## config.mk

```make
export PLATFORM = sky130hd
export DESIGN_NAME = led_blinker
export DESIGN_NICKNAME = d
export VERILOG_FILES = /design/src/rtl/led_blinker.sv
export SDC_FILE = /design/constraint.sdc
export NUM_CORES = 1
export LEC_CHECK = 0
export ABC_CLOCK_PERIOD_IN_PS = 3800
export CAP_MARGIN = 10
export CORE_MARGIN = 2
export CORE_UTILIZATION = 30
export CTS_CLUSTER_SIZE = 20
export DETAILED_ROUTE_END_ITERATION = 8
export HOLD_SLACK_MARGIN = 0.12
export PLACE_DENSITY_LB_ADDON = 0.25
export REMOVE_ABC_BUFFERS = 1
export SLEW_MARGIN = 20
export SYNTH_ARGS = -nofsm -noshare
export SYNTH_HDL_FRONTEND = slang
export SYNTH_SLANG_ARGS = --single-unit
```

## constraint.sdc

```tcl
create_clock -name clk_50mhz -period 3.8 [get_ports clk_50mhz]
set_input_delay 0.38 -clock clk_50mhz [delete_from_list [all_inputs] [get_ports clk_50mhz]]
set_output_delay 0.38 -clock clk_50mhz [all_outputs]
set_load 0.05 [all_outputs]
```

## src/rtl/led_blinker.sv

```systemverilog
// Four-LED pattern sequencer: prescaled step tick walks through five
// fixed patterns (counter, knight rider, fill, pairs, blink) forever.
module led_blinker #(
    parameter int CLK_FREQ   = 50_000_000,
    parameter int BLINK_FREQ = 2
) (
    input  logic       clk_50mhz,
    input  logic       rst,
    output logic [3:0] led
);

    localparam int DIV = CLK_FREQ / BLINK_FREQ;
    localparam int CW  = (DIV > 1) ? $clog2(DIV) : 1;
    localparam logic [CW-1:0] LAST = CW'(DIV - 1);

    typedef enum logic [2:0] {
        P_BIN    = 3'd0,
        P_KNIGHT = 3'd1,
        P_FILL   = 3'd2,
        P_PAIRS  = 3'd3,
        P_BLINK  = 3'd4
    } pat_e;

    logic [CW-1:0] prescaler;
    logic          tick;
    pat_e          pattern_state;
    pat_e          next_state;
    logic [3:0]    step;
    logic [3:0]    next_step;
    logic [3:0]    next_led;

    function automatic logic [3:0] last_step(input pat_e ps);
        case (ps)
            P_BIN:    last_step = 4'd15;
            P_KNIGHT: last_step = 4'd5;
            P_FILL:   last_step = 4'd7;
            P_PAIRS:  last_step = 4'd7;
            P_BLINK:  last_step = 4'd7;
            default:  last_step = 4'd0;
        endcase
    endfunction

    function automatic logic [3:0] decode(input pat_e ps, input logic [3:0] st);
        decode = 4'b0000;
        case (ps)
            P_BIN: decode = st;
            P_KNIGHT: begin
                case (st)
                    4'd0:    decode = 4'b0001;
                    4'd1:    decode = 4'b0010;
                    4'd2:    decode = 4'b0100;
                    4'd3:    decode = 4'b1000;
                    4'd4:    decode = 4'b0100;
                    4'd5:    decode = 4'b0010;
                    default: decode = 4'b0000;
                endcase
            end
            P_FILL: begin
                case (st)
                    4'd0:    decode = 4'b0001;
                    4'd1:    decode = 4'b0011;
                    4'd2:    decode = 4'b0111;
                    4'd3:    decode = 4'b1111;
                    4'd4:    decode = 4'b0111;
                    4'd5:    decode = 4'b0011;
                    4'd6:    decode = 4'b0001;
                    default: decode = 4'b0000;
                endcase
            end
            P_PAIRS: decode = st[0] ? 4'b1100 : 4'b0011;
            P_BLINK: decode = st[0] ? 4'b0000 : 4'b1111;
            default: decode = 4'b0000;
        endcase
    endfunction

    assign tick = (prescaler == LAST);

    always_comb begin
        next_state = pattern_state;
        next_step  = step;
        if (tick) begin
            if (step < last_step(pattern_state)) begin
                next_step = step + 4'd1;
            end else begin
                next_step = 4'd0;
                case (pattern_state)
                    P_BIN:    next_state = P_KNIGHT;
                    P_KNIGHT: next_state = P_FILL;
                    P_FILL:   next_state = P_PAIRS;
                    P_PAIRS:  next_state = P_BLINK;
                    default:  next_state = P_BIN;
                endcase
            end
        end
        // led is loaded with the decode of the next state so it never lags
        next_led = decode(next_state, next_step);
    end

    always_ff @(posedge clk_50mhz) begin
        if (rst) begin
            prescaler     <= '0;
            pattern_state <= P_BIN;
            step          <= 4'd0;
            led           <= 4'b0000;
        end else begin
            prescaler     <= tick ? '0 : prescaler + CW'(1);
            pattern_state <= next_state;
            step          <= next_step;
            led           <= next_led;
        end
    end

endmodule

```

==> metrics.cfg, run 1 <==
[status]
status = complete, no violations

[worst_setup_path]
crit_type = flop to flop
start_kind = flop
cpMaxStageDelayCell = dfxtp_1
cp_cell_sequence = inv_1 -> o21ai_0 -> ha_1 -> a21oi_1 -> a21oi_1 -> o211ai_1 -> nor2b_1 -> nand2b_1 -> nand4_1 -> a21oi_1 -> o21a_1
worst_path_most_repeated_cell = a21oi_1
required_ns = 4.04
crit_fanout = 16
end_kind = flop
arrival_ns = 3.44
max_stage_delay_ns = 0.66

[logic_synthesis]
ys_seq_elements = 36
synth.area.mux_share_pct = 1.04
synth_compound_area_share_pct = 13.3
synth-simple-area-share_pct = 35.0
synthFlopType = dfxtp_1
synth-edff-count = 0
yosys_warnings = 0
postSynthCellCount = 252
synth.distinct_cells = 49
syn_area_mm2 = 0.00205
synthAdderAreaFrac_pct = 3.05
synth_top_family_by_area = simple AND/OR/NAND/NOR gates
ys_seq_area_share_pct = 35.1
syn_avg_cell_area_um2 = 8.14
async_flop_share_pct = 0
synth_xor_xnor_area_share_pct = 9.82

[sta]
rsz0062_at_grt = no
period_share_pct = 84.3
slew_headroom_pct = 44.6
finalCriticalPeriod_ns = 3.20
setup_viol = 0
fin_setup_tns_ns = 0
finalHoldViolations = 0
timing_max_transition_violations_final = 0
max_freq_ghz = 0.312
worst_slew_pin_slew_ns = 0.831
finalClockSkew_ns = 0.00633

[cts]
cts-buffers-inserted = 5
postCtsSetupRepairBufs = 0
tritoncts_num_sinks = 36
clk_path_buf_depth = 2
post_cts_resize_count = 0
clkTransAtPathRegs_ns = 0.07
ctsHoldBuffers = 0
root_buffer = clkbuf_8
cts_tree = done
h-tree-depth = 2
worstSkewPairLatency_ns = 0.29

[finish]
nFillCells = 688
drive_above_1_share_pct = 7.78
syn2layout_area_growth_pct = 10.6
multiInputGateArea_mm2 = 0.00128
seqCellArea_um2 = 721
antenna_cells = 0
nNetsFinal = 263

[run]
maxCapViolations = 0

[drt]
drcViolationCount = 0
drt.antenna.violating_nets = 0
vias_per_cell = 5.28
drtPass1Iterations = 4
vias = 1780
drt-total-wl_mm = 4.43
drtIter0Drc = 118
wire_per_inst_um = 13.1

[die]
io_pins = 6
die-area_mm2 = 0.00751
die_w_um = 86.7
start_util_pct = 30.5
coreArea_mm2 = 0.00672
rows = 30
chipHeight_um = 86.7

[global_routing]
grt.total_usage_pct = 13.1
antenna_found_initial = 0
grt_pass1_wl_mm = 7.81
grt_max_degree = 26
grt_pass1_vias = 1687
grt_remaining_overflow = 0

[power_and_ir_drop]
power_mw = 0.686
max-vdd-ir-drop_mv = 0.111
p_per_area_mw_per_mm2 = 303
leakage_nw = 0.754

[placed_design]
place.port_buffers = 5
gp_congestion = 0.923
dp_hpwl_mm = 3.18

[worst_hold_path]
hp-class = flop to flop

state kept, by name (all words and copies together) (netlist names):
| name | cells |
|---|---|
| step | 4 |
| led | 4 |
| prescaler | 25 |
| pattern_state | 3 |
per-stage QoR:
stage / cells / area, um2 / setup WS, ns / util [%] / hold slack [ns]
6_report: 337 / 2270 / 0.597 / 33.7 / 0.469
5_1_grt: 337 / 2270 / 0.218 / 33.7 / 0.522
4_1_cts: 337 / 2270 / 0.647 / 33.7 / 0.470
3_5_place_dp: 329 / 2170 / 0.667 / 32.3 / 0.452
3_3_place_gp: 329 / 2170 / 0.563 / 32.3 / 0.445
2_1_floorplan: 243 / 2020 / 1.04 / - / 0.430
layout by cell type, fill, tap and decap left out, types with 2 or more instances in the layout:
cell | synthesis | routed
nor4b_2 | 2 | 2
nor3b_1 | 4 | 4
a21o_1 | 3 | 3
nand3_1 | 10 | 10
clkdlybuf4s50_1 | 0 | 5
nor3_1 | 9 | 9
or3_1 | 3 | 3
nor4_1 | 4 | 4
nor2_1 | 41 | 41
o21ai_0 | 11 | 11
o211ai_1 | 3 | 3
clkbuf_8 | 0 | 6
nand2_1 | 19 | 19
dfxtp_1 | 36 | 36
and3_1 | 2 | 2
nand4_1 | 12 | 12
nand4b_1 | 2 | 2
nand3_2 | 2 | 2
and2_1 | 3 | 3
or3_4 | 2 | 2
and4_1 | 3 | 3
nand2b_1 | 2 | 2
ha_1 | 5 | 5
a21oi_1 | 12 | 12
inv_1 | 5 | 5
xnor2_1 | 9 | 9
xor2_1 | 14 | 14
nor4b_1 | 3 | 3
nor2b_1 | 2 | 2
logic make-up after synthesis:
| family | after synthesis |
|---|---|
| and+or+nand+nor | 131 |
| AOI/OAI and AO/OA | 41 |
| buffers and inverters | 14 |
| adders and majority gates | 5 |
| muxes | 2 |
| DFF | 36 |
| xor gates and xnor gates | 23 |
cells in the mapped netlist, types with 2 or more instances:
library cell,n,share of area [%]
nor2_1,41,7.5
dfxtp_1,36,35
nand2_1,19,3.5
xor2_1,14,6.0
a21oi_1,12,2.9
nand4_1,12,3.7
o21ai_0,11,2.7
nand3_1,10,2.4
nor3_1,9,2.2
xnor2_1,9,3.8
clkbuf_1,8,1.5
ha_1,5,3.1
inv_1,5,0.92
nor3b_1,4,1.5
nor4_1,4,1.2
a21o_1,3,1.1
and2_1,3,0.92
and4_1,3,1.3
nor4b_1,3,1.3
o211ai_1,3,1.1
or3_1,3,0.92
and3_1,2,0.61
nand2b_1,2,0.61
nand3_2,2,0.98
nand4b_1,2,0.85
nor2b_1,2,0.61
nor4b_2,2,1.5
or3_4,2,1.1
worst paths after layout:
| kind | startpoint | cells after the start | slack, ns | to |
|---|---|---|---|---|
| setup / recovery | pattern_state[2] | 11 | 0.60 | led[1] |
| hold / removal | prescaler[0] | 1 | 0.47 | prescaler[0] |
| setup reg to reg | pattern_state[2] | 11 | 0.60 | led[1] |
| hold reg to reg | prescaler[0] | 1 | 0.47 | prescaler[0] |
report_power, final:
part | internal [mW] | leakage [nW] | switching [mW] | total [mW]
Clock | 0.147 | 0.0445 | 0.142 | 0.289
Combinational | 0.00453 | 0.419 | 0.0103 | 0.0148
Sequential | 0.380 | 0.290 | 0.00262 | 0.382
worst max-delay path: cells and delay by family (launching register included):
kind / cells / cell delay [ns]
buffers and inverters: 1 / 0.25
and+or+nand+nor: 3 / 0.61
adders and majority gates: 1 / 0.27
AOI/OAI and AO/OA: 6 / 1.34
DFF: 1 / 0.66
per-layer routing:
| layer | global-route usage [%] | vias up | share of wire, % |
|---|---|---|---|
| met2 | 19.5 | 36 | 43 |
| li1 | - | 917 | - |
| met1 | 17.4 | 815 | 50 |
| met4 | 5.82 | 0 | 2.6 |
| met5 | 0 | - | 0 |
| met3 | 3.81 | 12 | 4.4 |
final cells by class:
| type | count | area share [%] |
|---|---|---|
| clock buffer | 7 | 3.81 |
| inverter | 5 | 0.828 |
| timing repair buffer | 6 | 2.54 |
| tap | 80 | 4.42 |
| sequential | 36 | 31.8 |
| multi-input combinational | 202 | 56.3 |
| clock inverter | 1 | 0.331 |
(Power assumes the default switching activity.)
==> inputs of run 2 (changes only) <==
--- a/config.mk
+++ b/config.mk
@@ -5,7 +5,7 @@
 export SDC_FILE = /design/constraint.sdc
 export NUM_CORES = 1
 export LEC_CHECK = 0
-export ABC_CLOCK_PERIOD_IN_PS = 3800
+export ABC_CLOCK_PERIOD_IN_PS = 3100
 export CAP_MARGIN = 10
 export CORE_MARGIN = 2
 export CORE_UTILIZATION = 30
==> constraint.sdc (replaced) <==
create_clock -name clk_50mhz -period 3.1 [get_ports clk_50mhz]
set_input_delay 0.31 -clock clk_50mhz [delete_from_list [all_inputs] [get_ports clk_50mhz]]
set_output_delay 0.31 -clock clk_50mhz [all_outputs]
set_load 0.05 [all_outputs]
==> run 2 against run 1 <==
Fmax is 13% higher. Via count is 2.2% lower. Final area is 1.8% higher. Critical path depth is 2 lower. Die area stayed put. Hold slack better by 0.00070 ns. Final cell count is 0.89% higher. Sequential share of layout area is 0.55 points lower. Register-to-register slack worse by 0.33 ns. Utilization is 0.60 points higher.
==> metrics.cfg, run 2 (synthesis gave the netlist of run 1 again) <==
[worst_setup_path]
cp_cell_sequence = ha_1 -> nand3_2 -> or2_4 -> or3_4 -> or3_4 -> o311ai_4 -> and4b_1 -> a32oi_1 -> nand2_1
crit_fanout = 6  ; -10
max_stage_delay_ns = 0.43  ; -0.23 ns
start_kind = flop
cpMaxStageDelayCell = or3_4
path_delay_family = simple AND/OR/NAND/NOR gates
worst_path_most_repeated_cell = or3_4
critical_path_buf_inv_count = 0  ; -1
end_kind = flop
required_ns = 3.29  ; -0.75 ns
arrival_ns = 3.03  ; -0.41 ns
crit_type = flop to flop

[cts]
clkTransAtPathRegs_ns = 0.08  ; about the same
cts_tree = done
tritoncts_num_sinks = 36  ; unchanged
ctsHoldBuffers = 0  ; unchanged
worstSkewPairLatency_ns = 0.29  ; about the same
clk_path_buf_depth = 2  ; unchanged
postCtsSetupRepairBufs = 0  ; unchanged
h-tree-depth = 2  ; unchanged
root_buffer = clkbuf_8
cts-buffers-inserted = 5  ; unchanged

[finish]
nNetsFinal = 266  ; +1.1%
top_register = prescaler
final_common_cell = nor2_1
nFillCells = 697  ; +1.3%
drive_above_1_share_pct = 9.23  ; +1.4 points
antenna_cells = 0  ; unchanged
fin_cells = 340  ; +0.89%
top_regs = prescaler: 25 flops, led: 4 flops, step: 4 flops
most-common-layout-cells = nor2_1, dfxtp_1, nand2_1
largest_register_ff_count = 25  ; unchanged
syn2layout_area_growth_pct = 12.5

[global_routing]
antenna_found_initial = 0  ; unchanged
grt_pass1_wl_mm = 7.52  ; -3.7%
grt_pass1_vias = 1522  ; -9.8%
grt_max_degree = 26  ; unchanged
grt.total_usage_pct = 12.7  ; -0.38 points
grt_remaining_overflow = 0  ; unchanged

[drt]
drt-total-wl_mm = 4.45  ; +0.63%
drtPass1Iterations = 4  ; unchanged
top_layer = met4
vias_per_cell = 5.12  ; -3.1%
met3_length_um = 246  ; +27%
drtIter0Drc = 271  ; +130%
drcViolationCount = 0  ; unchanged
met2_length_mm = 1.89  ; +0.58%
met1_length_mm = 2.24  ; +0.31%
wire_per_inst_um = 13.1  ; -0.26%
drt.antenna.violating_nets = 0  ; unchanged
vias = 1741  ; -2.2%

[sta]
fin_setup_tns_ns = 0  ; unchanged
max_freq_ghz = 0.353  ; +13%
timing_max_transition_violations_final = 0  ; unchanged
period_share_pct = 91.5  ; +7.2 points
finalCriticalPeriod_ns = 2.84  ; -0.366 ns
finalHoldViolations = 0  ; unchanged
worst_slew_pin_slew_ns = 0.531  ; -0.300 ns
slew_headroom_pct = 64.5  ; +20 points
fin_ws_ns = 0.263  ; -0.334 ns
setup_viol = 0  ; unchanged
rsz0062_at_grt = no
finalClockSkew_ns = 0.00548  ; -0.000859 ns
hold_ws_ns = 0.470  ; +0.000704 ns

[die]
coreArea_mm2 = 0.00672  ; unchanged
rows = 30  ; unchanged
die-area_mm2 = 0.00751  ; unchanged
die_w_um = 86.7  ; unchanged
start_util_pct = 30.5  ; unchanged
io_pins = 6  ; unchanged
chipHeight_um = 86.7  ; unchanged

[placed_design]
pre_cts_ws_ns = 0.245  ; -0.421 ns
dp_hpwl_mm = 3.19  ; +0.21%
place.port_buffers = 5  ; unchanged
gp_congestion = 0.868  ; -6.0%
placed_cells = 332  ; +0.91%

[worst_hold_path]
hp-class = flop to flop

[power_and_ir_drop]
max-vdd-ir-drop_mv = 0.178  ; +60%
leakage_nw = 0.781  ; +3.5%
p_per_area_mw_per_mm2 = 391  ; +29%

[run]
maxCapViolations = 0  ; unchanged

[status]
status = complete, no violations

## run 2: power breakdown
group	total, mW	internal, mW	switching, mW
Sequential	0.468	0.465	0.00310
Clock	0.416	0.239	0.177
Combinational	0.0192	0.00638	0.0128
Total	0.903	0.711	0.193
## run 2: final timing paths
kind / startpoint / slack (ns) / end / cells past startpoint
setup / recovery: prescaler[0] / 0.26 / led[3] / 9
hold reg to reg: prescaler[0] / 0.47 / prescaler[0] / 1
setup reg to reg: prescaler[0] / 0.26 / led[3] / 9
hold / removal: prescaler[0] / 0.47 / prescaler[0] / 1
## run 2: per-layer routing
layer	vias up	track usage, %
met1	770	18.7
met3	6	3.43
li1	922	-
met2	43	17.6
met5	-	0
met4	0	4.40
## run 2: per-stage QoR
step | utilization, % | area, um2 | power [mW]
floorplan | - | 2020 | 0.490
global placement | 32.7 | 2200 | 0.499
detailed placement | 32.7 | 2200 | 0.499
CTS | 34.3 | 2300 | 0.920
global route | 34.3 | 2310 | 0.939
finish | 34.3 | 2310 | 0.903
## run 2: layout make-up
| cell class | instances | area, um2 | share of cell area [%] |
|---|---|---|---|
| inverter | 5 | 18.8 | 0.813 |
| tap | 80 | 100 | 4.34 |
| clock inverter | 2 | 35.0 | 1.52 |
| multi-input combinational | 202 | 1280 | 55.5 |
| sequential | 36 | 721 | 31.2 |
| clock buffer | 6 | 72.6 | 3.15 |
| timing repair buffer | 9 | 80.1 | 3.47 |
## run 2: what timing repair did
action / CTS / global route
hold endpoints to repair: 0 / 0
gates resized for setup: 0 / 2
endpoints found under the setup margin: 0 / 3
==> inputs of run 3 (changes only) <==
--- a/config.mk
+++ b/config.mk
@@ -6,7 +6,9 @@
 export NUM_CORES = 1
 export LEC_CHECK = 0
 export ABC_CLOCK_PERIOD_IN_PS = 3100
-export CAP_MARGIN = 10
+export CAP_MARGIN = 20
+export CELL_PAD_IN_SITES_DETAIL_PLACEMENT = 1
+export CELL_PAD_IN_SITES_GLOBAL_PLACEMENT = 1
 export CORE_MARGIN = 2
 export CORE_UTILIZATION = 30
 export CTS_CLUSTER_SIZE = 20
==> run 3 against run 2 <==
First-iteration DRC count decreased by 84%. Combinational power increased by 5%. Clock power decreased by 19%. Utilization about the same. Setup slack improved by 0.016 ns. Final area decreased by 0.11%. Critical path type unchanged. Hold slack got worse by 0.0090 ns. Critical path depth unchanged. Via count increased by 4.4%. Register-to-register slack improved by 0.02 ns.
==> metrics.cfg, run 3 (synthesis gave the netlist of run 1 again) <==
[power_and_ir_drop]
max-vdd-ir-drop_mv = 0.129  ; -28%
leakage_nw = 0.785  ; +0.51%
p_per_area_mw_per_mm2 = 358  ; -8.5%

[sta]
setup_viol = 0  ; unchanged
rsz0062_at_grt = no
fin_setup_tns_ns = 0  ; unchanged
worst_slew_pin_slew_ns = 0.640  ; +0.109 ns
slew_headroom_pct = 57.4  ; -7.1 points
finalCriticalPeriod_ns = 2.82  ; -0.0159 ns
finalClockSkew_ns = 0.00713  ; +0.00165 ns
max_freq_ghz = 0.354  ; +0.56%
finalHoldViolations = 0  ; unchanged
timing_max_transition_violations_final = 0  ; unchanged
period_share_pct = 91.0  ; -0.51 points

[drt]
top_layer = met4
drcViolationCount = 0  ; unchanged
met3_length_um = 126  ; -49%
met1_length_mm = 2.52  ; +12%
drt.antenna.violating_nets = 0  ; unchanged
drtIter0Drc = 43  ; -84%
vias = 1818  ; +4.4%
vias_per_cell = 5.32  ; +3.8%
wire_per_inst_um = 15.1  ; +15%
drt-total-wl_mm = 5.16  ; +16%
met2_length_mm = 2.38  ; +26%
drtPass1Iterations = 4  ; unchanged

[finish]
nNetsFinal = 268  ; +0.75%
largest_register_ff_count = 25  ; unchanged
most-common-layout-cells = nor2_1, dfxtp_1, nand2_1
antenna_cells = 0  ; unchanged
final_core_util_pct = 34.3  ; -0.037 points
top_register = prescaler
nFillCells = 796  ; +14%
drive_above_1_share_pct = 10.7  ; +1.5 points
syn2layout_area_growth_pct = 12.4
top_regs = prescaler: 25 flops, led: 4 flops, step: 4 flops
final_common_cell = nor2_1

[global_routing]
grt.total_usage_pct = 15.1  ; +2.4 points
grt_max_degree = 17  ; -35%
antenna_found_initial = 0  ; unchanged
grt_remaining_overflow = 0  ; unchanged
grt_pass1_vias = 1794  ; +18%
grt_pass1_wl_mm = 8.83  ; +17%

[status]
status = complete, no violations

[worst_setup_path]
crit_type = flop to flop
start_kind = flop
required_ns = 3.29  ; about the same
arrival_ns = 3.01  ; -0.02 ns
crit_fanout = 6  ; unchanged
end_kind = flop

[die]
die_w_um = 86.7  ; unchanged
rows = 30  ; unchanged
io_pins = 6  ; unchanged
die-area_mm2 = 0.00751  ; unchanged
chipHeight_um = 86.7  ; unchanged
start_util_pct = 30.5  ; unchanged
coreArea_mm2 = 0.00672  ; unchanged

[cts]
clkTransAtPathRegs_ns = 0.08  ; about the same
h-tree-depth = 2  ; unchanged
postCtsSetupRepairBufs = 0  ; unchanged
worstSkewPairLatency_ns = 0.29  ; about the same
tritoncts_num_sinks = 36  ; unchanged
clk_path_buf_depth = 2  ; unchanged
root_buffer = clkbuf_8
cts_tree = done
cts-buffers-inserted = 5  ; unchanged

[placed_design]
place.port_buffers = 5  ; unchanged
dp_hpwl_mm = 3.82  ; +20%
gp_congestion = 0.798  ; -8.0%

[worst_hold_path]
hp-class = flop to flop

[run]
maxCapViolations = 0  ; unchanged

-- run 3: critical path: stages, from the launching register on --
cell and delay, ns:
dfxtp_1 0.37, ha_1 0.23, nand3_2 0.12, or2_4 0.29
or3_4 0.43, or3_4 0.44, o311ai_4 0.35, and4b_1 0.24
a32oi_1 0.18, nand2_1 0.07
-- run 3: layout make-up --
cell class              count  area (um2)  area share [%]
inverters                   5        18.8           0.814
flip-flops and latches     36         721            31.3
clock buffers               5        68.8            2.99
clock inverters             3        18.8           0.814
multi-input cells         202        1280            55.6
well taps                  80         100            4.34
repair buffers             11        95.1            4.13
-- run 3: power by group --
group	internal, mW	switching, mW	total (mW)
Sequential	0.465	0.00338	0.469
Clock	0.157	0.180	0.337
Combinational	0.00730	0.0129	0.0202
Total	0.629	0.196	0.826
-- run 3: what timing repair did --
| item | 4_1_cts | 5_1_grt |
|---|---|---|
| resized for setup | 0 | 2 |
| hold buffers | 0 | 0 |
| setup endpoints to repair | 0 | 4 |
-- run 3: worst paths after layout --
path         slack (ns)  cells past startpoint    startpoint           end
max reg2reg        0.28                      9  prescaler[0]        led[3]
min reg2reg        0.46                      1  prescaler[0]  prescaler[0]
max                0.28                      9  prescaler[0]        led[3]
min                0.46                      1  prescaler[0]  prescaler[0]
-- run 3: stage by stage --
stage	hold slack, ns	power, mW	cell area, um2	setup WS (ns)	std cells
6_report	0.461	0.826	2300	0.279	342
5_1_grt	0.490	0.865	2300	0.0288	342
4_1_cts	0.471	0.846	2300	0.151	342
3_5_place_dp	0.452	0.500	2210	0.188	334
3_3_place_gp	0.448	0.500	2210	0.202	334
2_1_floorplan	0.379	0.490	2020	0.342	243
-- run 3: metal layers --
metal / global-route usage [%] / vias up
li1: - / 922
met5: 0 / -
met4: 5.97 / 0
met3: 3.90 / 12
met1: 19.1 / 859
met2: 24.4 / 25
